$ cat src/rtl/ll_monitor_if.sv
// LL/SC monitor bus: per-lane memory ops, flush/eret, snoop, SC result and link state.
// master drives ops and observes results; slave is the monitor.
interface ll_monitor_if #(
  parameter int ISSUE_NUM  = 2,
  parameter int ADDR_WIDTH = 32
);
  logic                                 flush;
  logic                                 eret;
  logic [ISSUE_NUM-1:0]                 op_ll;
  logic [ISSUE_NUM-1:0]                 op_sc;
  logic [ISSUE_NUM-1:0]                 op_st;
  logic [ISSUE_NUM-1:0][ADDR_WIDTH-1:0] op_addr;
  logic                                 snoop_valid;
  logic [ADDR_WIDTH-1:0]                snoop_addr;
  logic [ISSUE_NUM-1:0]                 sc_ok;
  logic                                 link_valid;
  logic [ADDR_WIDTH-1:0]                link_addr;

  modport master (
    output flush, eret, op_ll, op_sc, op_st, op_addr,
    output snoop_valid, snoop_addr,
    input  sc_ok, link_valid, link_addr
  );

  modport slave (
    input  flush, eret, op_ll, op_sc, op_st, op_addr,
    input  snoop_valid, snoop_addr,
    output sc_ok, link_valid, link_addr
  );
endinterface

$ cat src/rtl/ll_monitor.sv
// Multi-lane LL/SC reservation monitor: clk, rst (async high), bus (slave modport).
// Optional snoop clearing enabled by defining CPU_LLSC_SNOOP_EN.
module ll_monitor #(
  parameter int ISSUE_NUM    = 2,
  parameter int ADDR_WIDTH   = 32,
  parameter int GRANULE_BITS = 4,
  parameter int TIMEOUT      = 0
) (
  input  logic         clk,
  input  logic         rst,
  ll_monitor_if.slave  bus
);
  localparam int GW = ADDR_WIDTH - GRANULE_BITS;
  localparam int CW = (TIMEOUT > 0) ? $clog2(TIMEOUT + 1) : 1;

  logic                 v_q, v_d;
  logic [GW-1:0]        a_q, a_d;
  logic [ISSUE_NUM-1:0] sc_ok;
  logic                 ll_any;
  logic                 expire;

  assign ll_any = |bus.op_ll;

  // Expiry counter only exists when a timeout is configured.
  if (TIMEOUT > 0) begin : g_to
    logic [CW-1:0] cnt_q, cnt_d;

    always_comb begin
      cnt_d = cnt_q;
      if (bus.flush)
        cnt_d = '0;
      else if (ll_any)
        cnt_d = CW'(TIMEOUT);
      else if (v_q && cnt_q != '0)
        cnt_d = cnt_q - CW'(1);
    end

    always_ff @(posedge clk or posedge rst) begin
      if (rst) cnt_q <= '0;
      else     cnt_q <= cnt_d;
    end

    assign expire = v_q && !ll_any && cnt_q == CW'(1);
  end else begin : g_no_to
    assign expire = 1'b0;
  end

  // Working copy walks lanes oldest-first so younger lanes
  // see the effect of older ones in the same cycle.
  always_comb begin
    v_d   = v_q;
    a_d   = a_q;
    sc_ok = '0;
`ifdef CPU_LLSC_SNOOP_EN
    if (bus.snoop_valid && v_d &&
        bus.snoop_addr[ADDR_WIDTH-1:GRANULE_BITS] == a_d)
      v_d = 1'b0;
`endif
    for (int i = 0; i < ISSUE_NUM; i++) begin
      unique case (1'b1)
        bus.op_ll[i]: begin
          v_d = 1'b1;
          a_d = bus.op_addr[i][ADDR_WIDTH-1:GRANULE_BITS];
        end
        bus.op_sc[i]: begin
          sc_ok[i] = v_d &&
            bus.op_addr[i][ADDR_WIDTH-1:GRANULE_BITS] == a_d;
          v_d = 1'b0;
        end
        bus.op_st[i]: begin
          if (v_d &&
              bus.op_addr[i][ADDR_WIDTH-1:GRANULE_BITS] == a_d)
            v_d = 1'b0;
        end
        default: ;
      endcase
    end
    if (bus.eret) v_d = 1'b0;
    if (expire)   v_d = 1'b0;
    if (bus.flush) begin
      v_d   = 1'b0;
      sc_ok = '0;
    end
  end

  always_ff @(posedge clk or posedge rst) begin
    if (rst) begin
      v_q <= 1'b0;
      a_q <= '0;
    end else begin
      v_q <= v_d;
      a_q <= a_d;
    end
  end

  assign bus.sc_ok      = sc_ok;
  assign bus.link_valid = v_q;
  assign bus.link_addr  = {a_q, {GRANULE_BITS{1'b0}}};

  // Offset bits inside a granule never take part in a match.
  logic [ISSUE_NUM-1:0] unused_lo;
  for (genvar g = 0; g < ISSUE_NUM; g++) begin : g_lane
    assign unused_lo[g] = ^bus.op_addr[g][GRANULE_BITS-1:0];
    a_onehot: assert property (@(posedge clk) disable iff (rst)
      $onehot0({bus.op_ll[g], bus.op_sc[g], bus.op_st[g]}));
  end

`ifdef CPU_LLSC_SNOOP_EN
  logic unused_snoop;
  assign unused_snoop = ^bus.snoop_addr[GRANULE_BITS-1:0];
`else
  logic unused_snoop;
  assign unused_snoop = ^{bus.snoop_valid, bus.snoop_addr};
`endif
endmodule

$ cat src/flat_wrapper.sv
// flat-port wrapper written by rule: the top's interface ports become plain ports
module ll_monitor_flat 
#(
  parameter int ISSUE_NUM    = 2,
  parameter int ADDR_WIDTH   = 32,
  parameter int GRANULE_BITS = 4,
  parameter int TIMEOUT      = 0
)
  (clk, rst, bus_flush, bus_eret, bus_op_ll, bus_op_sc, bus_op_st, bus_op_addr, bus_snoop_valid, bus_snoop_addr, bus_sc_ok, bus_link_valid, bus_link_addr);
  ll_monitor_if #(.ISSUE_NUM(ISSUE_NUM), .ADDR_WIDTH(ADDR_WIDTH)) bus_i ();
  input  logic clk;
  input  logic rst;
  input wire logic [$bits(bus_i.flush)-1:0] bus_flush;
  input wire logic [$bits(bus_i.eret)-1:0] bus_eret;
  input wire logic [$bits(bus_i.op_ll)-1:0] bus_op_ll;
  input wire logic [$bits(bus_i.op_sc)-1:0] bus_op_sc;
  input wire logic [$bits(bus_i.op_st)-1:0] bus_op_st;
  input wire logic [$bits(bus_i.op_addr)-1:0] bus_op_addr;
  input wire logic [$bits(bus_i.snoop_valid)-1:0] bus_snoop_valid;
  input wire logic [$bits(bus_i.snoop_addr)-1:0] bus_snoop_addr;
  output wire logic [$bits(bus_i.sc_ok)-1:0] bus_sc_ok;
  output wire logic [$bits(bus_i.link_valid)-1:0] bus_link_valid;
  output wire logic [$bits(bus_i.link_addr)-1:0] bus_link_addr;
  assign bus_i.flush = bus_flush;
  assign bus_i.eret = bus_eret;
  assign bus_i.op_ll = bus_op_ll;
  assign bus_i.op_sc = bus_op_sc;
  assign bus_i.op_st = bus_op_st;
  assign bus_i.op_addr = bus_op_addr;
  assign bus_i.snoop_valid = bus_snoop_valid;
  assign bus_i.snoop_addr = bus_snoop_addr;
  assign bus_sc_ok = bus_i.sc_ok;
  assign bus_link_valid = bus_i.link_valid;
  assign bus_link_addr = bus_i.link_addr;
  ll_monitor #(.ISSUE_NUM(ISSUE_NUM), .ADDR_WIDTH(ADDR_WIDTH), .GRANULE_BITS(GRANULE_BITS), .TIMEOUT(TIMEOUT)) u_core (.clk(clk), .rst(rst), .bus(bus_i));
endmodule
$ cat config.mk
export PLATFORM = sky130hd
export DESIGN_NAME = ll_monitor_flat
export DESIGN_NICKNAME = d
export VERILOG_FILES = /design/src/rtl/ll_monitor_if.sv /design/src/rtl/ll_monitor.sv /design/src/flat_wrapper.sv
export SDC_FILE = /design/constraint.sdc
export NUM_CORES = 1
export LEC_CHECK = 0
export BUFFER_PORTS_ARGS = -buffer_cell sky130_fd_sc_hd__buf_2
export CORE_AREA = 2 2 75 77
export DETAILED_ROUTE_END_ITERATION = 12
export DIE_AREA = 0 0 77 79
export PLACE_DENSITY = 0.79
export SLEW_MARGIN = 20
export SYNTH_ARGS = -nofsm -noshare
export SYNTH_HDL_FRONTEND = slang
export SYNTH_SLANG_ARGS = --single-unit
$ cat constraint.sdc
create_clock -name clk -period 1.8 [get_ports clk]
set_input_delay 0.18 -clock clk [delete_from_list [all_inputs] [get_ports clk]]
set_output_delay 0.18 -clock clk [all_outputs]
set_load 0.01 [all_outputs]
==> impl_metrics.json, run 1 <==
{
  "rsz0062_at_grt": "yes",
  "synth_common_cells": "47 x mux2_2, 38 x xor2_1, 29 x dfrtp_1",
  "antenna_found_initial": 0,
  "yosysMostFrequentCell": "mux2_2",
  "hold_path.class": "in2reg",
  "area_growth_pct": 50.9,
  "arrival_ns": 2.08,
  "fmax_mhz": 442,
  "synthesis.area_mm2": 0.00218,
  "drt-total-wl_mm": 5.88,
  "dp_cells": 400,
  "p_leak_nw": 1.60,
  "drive_above_1_share_pct": 64.8,
  "syn_inst": 192,
  "globalplace.congestion": 0.807,
  "fp.dieH_um": 79,
  "fin_crit_sh_pct": 126,
  "fin_hold_ws_ns": 0.159,
  "nets": 445,
  "io_pins": 142,
  "synth_top_area_cell": "dfrtp_1",
  "synth_seq_cells": 29,
  "synth_warnings": 0,
  "setup.worst_path.start_class": "flip-flop",
  "dp_hpwl_mm": 4.63,
  "clock_path_buffers": 2,
  "cts_sinks": 29,
  "start_util_pct": 40.8,
  "yosysUniqueCellTypes": 26,
  "final.setup.worst_slack_ns": -0.464,
  "max-cap-violations": 0,
  "die_w_um": 77,
  "fin_util_pct": 61.6,
  "hold_violations": 0,
  "core_mm2": 0.00534,
  "cts-htree-levels": 2,
  "grt_use_total_pct": 19.5,
  "overflow": 0,
  "port_buffers": 96,
  "ir_worst_vdd_uv": 378,
  "clk_latency_ns": 0.28,
  "drc": 0,
  "cts.clk_slew.worst_paths_ns": 0.06,
  "vias_per_cell": 4.85,
  "antenna_left": 0,
  "synth_ff_type": "dfrtp_1",
  "rows": 27,
  "crit_type": "reg2out",
  "synth_edf_count": 0,
  "finalNonFillerCells": 410,
  "num_vias": 1988,
  "dieArea_mm2": 0.00608,
  "ys_seq_area_share_pct": 33.3,
  "first_pass_iters": 4,
  "power.density_mw_per_mm2": 649,
  "first_global_vias": 1999,
  "clockRootBuffer": "clkbuf_8",
  "final.min_clock_period_ns": 2.26,
  "crit_path_end_kind": "output pin",
  "wl_per_cell_um": 14.3,
  "cts_made_buffers": 5,
  "violations": "negative setup slack",
  "power.total_mw": 2.13,
  "num_antenna_cells": 0,
  "synth_top_cell_area_share_pct": 33.3,
  "synth_area_leaders": "dfrtp_1 33%, mux2_2 24%, xor2_1 15%",
  "first_iter_violations": 66,
  "grt_pass1_wl_mm": 9.26,
  "status": "finished, violations left",
  "cp_max_fo": 2,
  "grt_max_degree": 30,
  "async_reset_ff_share_pct": 100,
  "cts_tree": "done",
  "skew_ns": 0.00236,
  "drv_slew": 0,
  "required_ns": 1.62,
  "setup_viol": 3,
  "syn_area_per_cell_um2": 11.3
}
## critical path, stage by stage, from the launching register on
cell and delay (ns):
dfrtp_1 0.38, mux2_4 0.28, xor2_1 0.16, nor4_2 0.31, nand4_1 0.19, nor2_1 0.16
and4b_1 0.20, buf_2 0.13
## per-layer routing
layer / vias to the layer above / global-route usage (%) / wire length [um]
li1: 968 / - / -
met1: 933 / 23.0 / 2380
met2: 85 / 34.8 / 2970
met3: 2 / 6.59 / 525
met4: 0 / 3.75 / 8
met5: - / 0 / 0
## worst paths after layout
| path | endpoint | cells after the start | from | slack (ns) |
|---|---|---|---|---|
| worst max-delay path | bus_sc_ok[1] | 7 | u_core.a_q[18] | -0.46 |
| worst min-delay path | u_core.a_q[9] | 2 | bus_op_addr[45] | 0.16 |
| worst max register to register | u_core.bus.link_valid | 7 | u_core.a_q[18] | 0 |
| worst min register to register | u_core.a_q[27] | 2 | u_core.a_q[27] | 0.64 |
| max in group asynchronous | u_core.a_q[11] | 4 | rst | 1.00 |
| min in group asynchronous | u_core.a_q[14] | 4 | rst | 0.51 |
## area by class of cell
class | count | area (um2)
Fill cell | 478 | 2050
Inverter | 4 | 15.0
Timing Repair Buffer | 146 | 886
Tap cell | 72 | 90.1
Clock buffer | 7 | 86.3
Multi-Input combinational cell | 152 | 1490
Sequential cell | 29 | 726
## metrics by stage
step	setup TNS (ns)	setup slack, ns	instance area (um2)
after detailed placement	-0.925	-0.501	3050
after global routing	-1.18	-0.559	3290
after CTS	-0.812	-0.448	3230
final	-0.863	-0.464	3290
after global placement	-0.643	-0.389	3050
after floorplan	0	0.0686	2190
## cells by family after synthesis
| group | synth area share [%] |
|---|---|
| other | 0.172 |
| flip-flops | 33.3 |
| buffers and inverters | 3.96 |
| AO/OA/AOI/OAI | 1.38 |
| XOR/XNOR | 22.5 |
| multiplexers | 30.0 |
| AND/OR/NAND/NOR | 8.67 |
## flip-flops by register name, indices dropped and copies added (netlist names)
name,count
u_core.a_q,28
u_core.bus.link_valid,1
## cells in the final DEF, fill, tap and decap left out, drive strengths merged
| master | Yosys | layout |
|---|---|---|
| a21boi | 1 | 1 |
| a21o | 1 | 1 |
| a21oi | 2 | 2 |
| and4b | 2 | 2 |
| buf | 8 | 145 |
| clkbuf | 2 | 7 |
| conb | 1 | 4 |
| dfrtp | 29 | 29 |
| dlygate4sd3 | 0 | 1 |
| inv | 4 | 4 |
| mux2 | 52 | 52 |
| mux2i | 4 | 4 |
| nand2 | 3 | 3 |
| nand3 | 1 | 1 |
| nand4 | 6 | 6 |
| nor2 | 3 | 3 |
| nor3 | 2 | 2 |
| nor4 | 14 | 14 |
| o21ai | 1 | 1 |
| xnor2 | 18 | 18 |
| xor2 | 38 | 38 |
## timing repair
| action | CTS | global route |
|---|---|---|
| endpoints found under the setup margin | 2 | 3 |
| setup buffers | 1 | 1 |
| gates resized for setup | 11 | 10 |
| hold buffers | 1 | 0 |
| pin swaps | 9 | 8 |
| hold endpoints to repair | 29 | 0 |
## power breakdown
part           leakage [nW]  switching [mW]  internal (mW)
combinational          1.21           0.377          0.452
clock                0.0443           0.243          0.303
sequential            0.340          0.0403          0.718
total                  1.60           0.660           1.47
(Power assumes the default switching activity.)
==> inputs of run 2 (changes only) <==
- CORE_AREA: 2 2 75 77 -> 2 2 72 74
- DIE_AREA: 0 0 77 79 -> 0 0 74 76
- PLACE_DENSITY: 0.79 -> 0.85
- SKIP_LAST_GASP: unset -> 1
- clock period: 1.8 -> 2.9 ns (I/O delays scaled with it)
==> run 2 against run 1 <==
Compared with the run above: the flow now finishes without violations; sequential cell count unchanged; clock power decreased by 42%; non-clock buffer count decreased by 48; combinational power fell by 53%; total power decreased by 44%; worst hold slack worse by 0.078 ns; first-iteration DRC count is 50% lower; register-to-register slack improved by 1.1 ns; core utilization shrank 4.7 points; critical path depth increased by 2; clock skew increased by 0.0049 ns; critical endpoint unchanged; largest cell class unchanged.
==> impl_metrics.json, run 2 (synthesized netlist as in run 1, its figures left out) <==
{
  "hold_path.class": "in2async",
  "final.setup.worst_slack_ns": 0.413,
  "cts_hold_buf": 0,
  "crit_end": "bus_sc_ok[1]",
  "regMostFlops": "u_core.a_q",
  "power_frac_seq_pct": 40.6,
  "pwr-share-clk_pct": 26.6,
  "placement.setup.worst_slack_ns": 0.390,
  "globalplace.congestion": 0.770,
  "cts-htree-levels": 2,
  "fp.dieH_um": 76,
  "p_leak_nw": 1.30,
  "skew_ns": 0.00729,
  "hold_violations": 0,
  "timing.rr.start": "u_core.a_q[0]",
  "first_iter_violations": 33,
  "dp_hpwl_mm": 4.01,
  "drc": 0,
  "fmax_mhz": 402,
  "tightest_slew_ns": 0.706,
  "setup.worst_path.start_class": "primary input",
  "core_mm2": 0.00491,
  "finalNonFillerCells": 361,
  "vias_per_cell": 4.86,
  "grt_use_total_pct": 18.7,
  "arrival_ns": 2.20,
  "crit_path_end_kind": "output pin",
  "worst_path_most_repeated_cell": "buf_2",
  "cts_setup_buffers": 0,
  "first_pass_iters": 4,
  "cp_slowest_cell": "mux2_2",
  "dp_cells": 353,
  "io_pins": 142,
  "slew_headroom_pct": 52.9,
  "drt-total-wl_mm": 5.11,
  "overflow": 0,
  "fin_hold_ws_ns": 0.0809,
  "grt_max_degree": 30,
  "drive_above_1_share_pct": 53.6,
  "largest_register_ff_count": 28,
  "placed_cell_area_mm2": 0.00271,
  "p_comb_share_pct": 32.7,
  "startpoint": "bus_op_ll[0]",
  "fin_util_pct": 56.9,
  "start_util_pct": 44.3,
  "nets": 397,
  "cp_cell_sequence": "buf_2 > buf_12 > mux2_2 > xor2_1 > nor4_1 > nand4_1 > nor2_1 > and4b_1 > buf_2",
  "final_common_cell": "buf_2",
  "r2r_end": "u_core.bus.link_valid",
  "num_antenna_cells": 0,
  "cts_resized": 0,
  "status": "finished clean",
  "clk_latency_ns": 0.27,
  "grt_pass1_wl_mm": 8.14,
  "antenna_left": 0,
  "area_growth_pct": 28.3,
  "first_global_vias": 1786,
  "num_vias": 1755,
  "r2r_setup_slack_ns": 1.05,
  "drv_slew": 0,
  "antenna_found_initial": 0,
  "clockRootBuffer": "clkbuf_8",
  "path_depth": 9,
  "cts_tree": "done",
  "rows": 26,
  "required_ns": 2.61,
  "clock_path_buffers": 2,
  "die_w_um": 74,
  "ir_worst_vdd_uv": 280,
  "reg2regPathDepth": 6,
  "port_buffers": 96,
  "switchingPower_mw": 0.370,
  "dieArea_mm2": 0.00562,
  "internal_power_mw": 0.817,
  "final_cell_mix": "96 x buf_2, 47 x mux2_2, 38 x xor2_1",
  "cts_sinks": 29,
  "cp_slowest_stage_delay_ns": 0.38,
  "critPathTopFamily": "simple AND/OR/NAND/NOR gates",
  "power.density_mw_per_mm2": 425,
  "crit_type": "in2out",
  "final.min_clock_period_ns": 2.49,
  "crit_buf_inv": 3,
  "max-cap-violations": 0,
  "tns_ns": 0,
  "sw_frac_of_total_pct": 31.2,
  "cts.clk_slew.worst_paths_ns": 0.06,
  "cp_max_fo": 29,
  "fin_crit_sh_pct": 85.8,
  "cts_made_buffers": 5,
  "wl_per_cell_um": 14.2,
  "power.total_mw": 1.19,
  "fin_area_mm2": 0.00279,
  "setup_viol": 0,
  "rsz0062_at_grt": "no"
}
==> run 2: layout make-up <==
cell class | instances | area (um2)
Clock buffer | 8 | 80.1
Fill cell | 434 | 2120
Inverter | 4 | 15.0
Multi-Input combinational cell | 152 | 1380
Sequential cell | 29 | 726
Tap cell | 70 | 87.6
Timing Repair Buffer | 98 | 508
==> run 2: power by group through the flow <==
stage / Clock [mW] / Combinational, mW / Sequential, mW
final: 0.316 / 0.388 / 0.482
after global routing: 0.348 / 0.427 / 0.489
after CTS: 0.324 / 0.393 / 0.483
after detailed placement: 0 / 0.390 / 0.490
after global placement: 0 / 0.385 / 0.486
after floorplan: 0 / 0.230 / 0.507
==> run 2: how the worst min path moves through the flow <==
stage                     cells after the start  startpoint  slack (ns)             end
final                                         3         rst        0.08  u_core.a_q[14]
after global routing                          3         rst        0.12   u_core.a_q[6]
after CTS                                     3         rst        0.09  u_core.a_q[14]
after detailed placement                      3         rst        0.38  u_core.a_q[14]
after global placement                        3         rst        0.39  u_core.a_q[14]
after floorplan                               1         rst        0.37   u_core.a_q[0]
==> run 2: worst reg2reg max path, delay by kind of cell (launching register included) <==
kind	cells	cell delay [ns]
AO/OA/AOI/OAI	1	0.11
XOR/XNOR	1	0.14
flip-flops	1	0.40
multiplexers	1	0.29
AND/OR/NAND/NOR	3	0.77
==> run 2: layer usage <==
layer | track usage, % | vias up | part of all wire [%]
li1 | - | 875 | -
met1 | 23.6 | 817 | 45
met2 | 32.5 | 61 | 50
met3 | 4.89 | 2 | 5.1
met4 | 2.73 | 0 | 0.23
met5 | 0 | - | 0
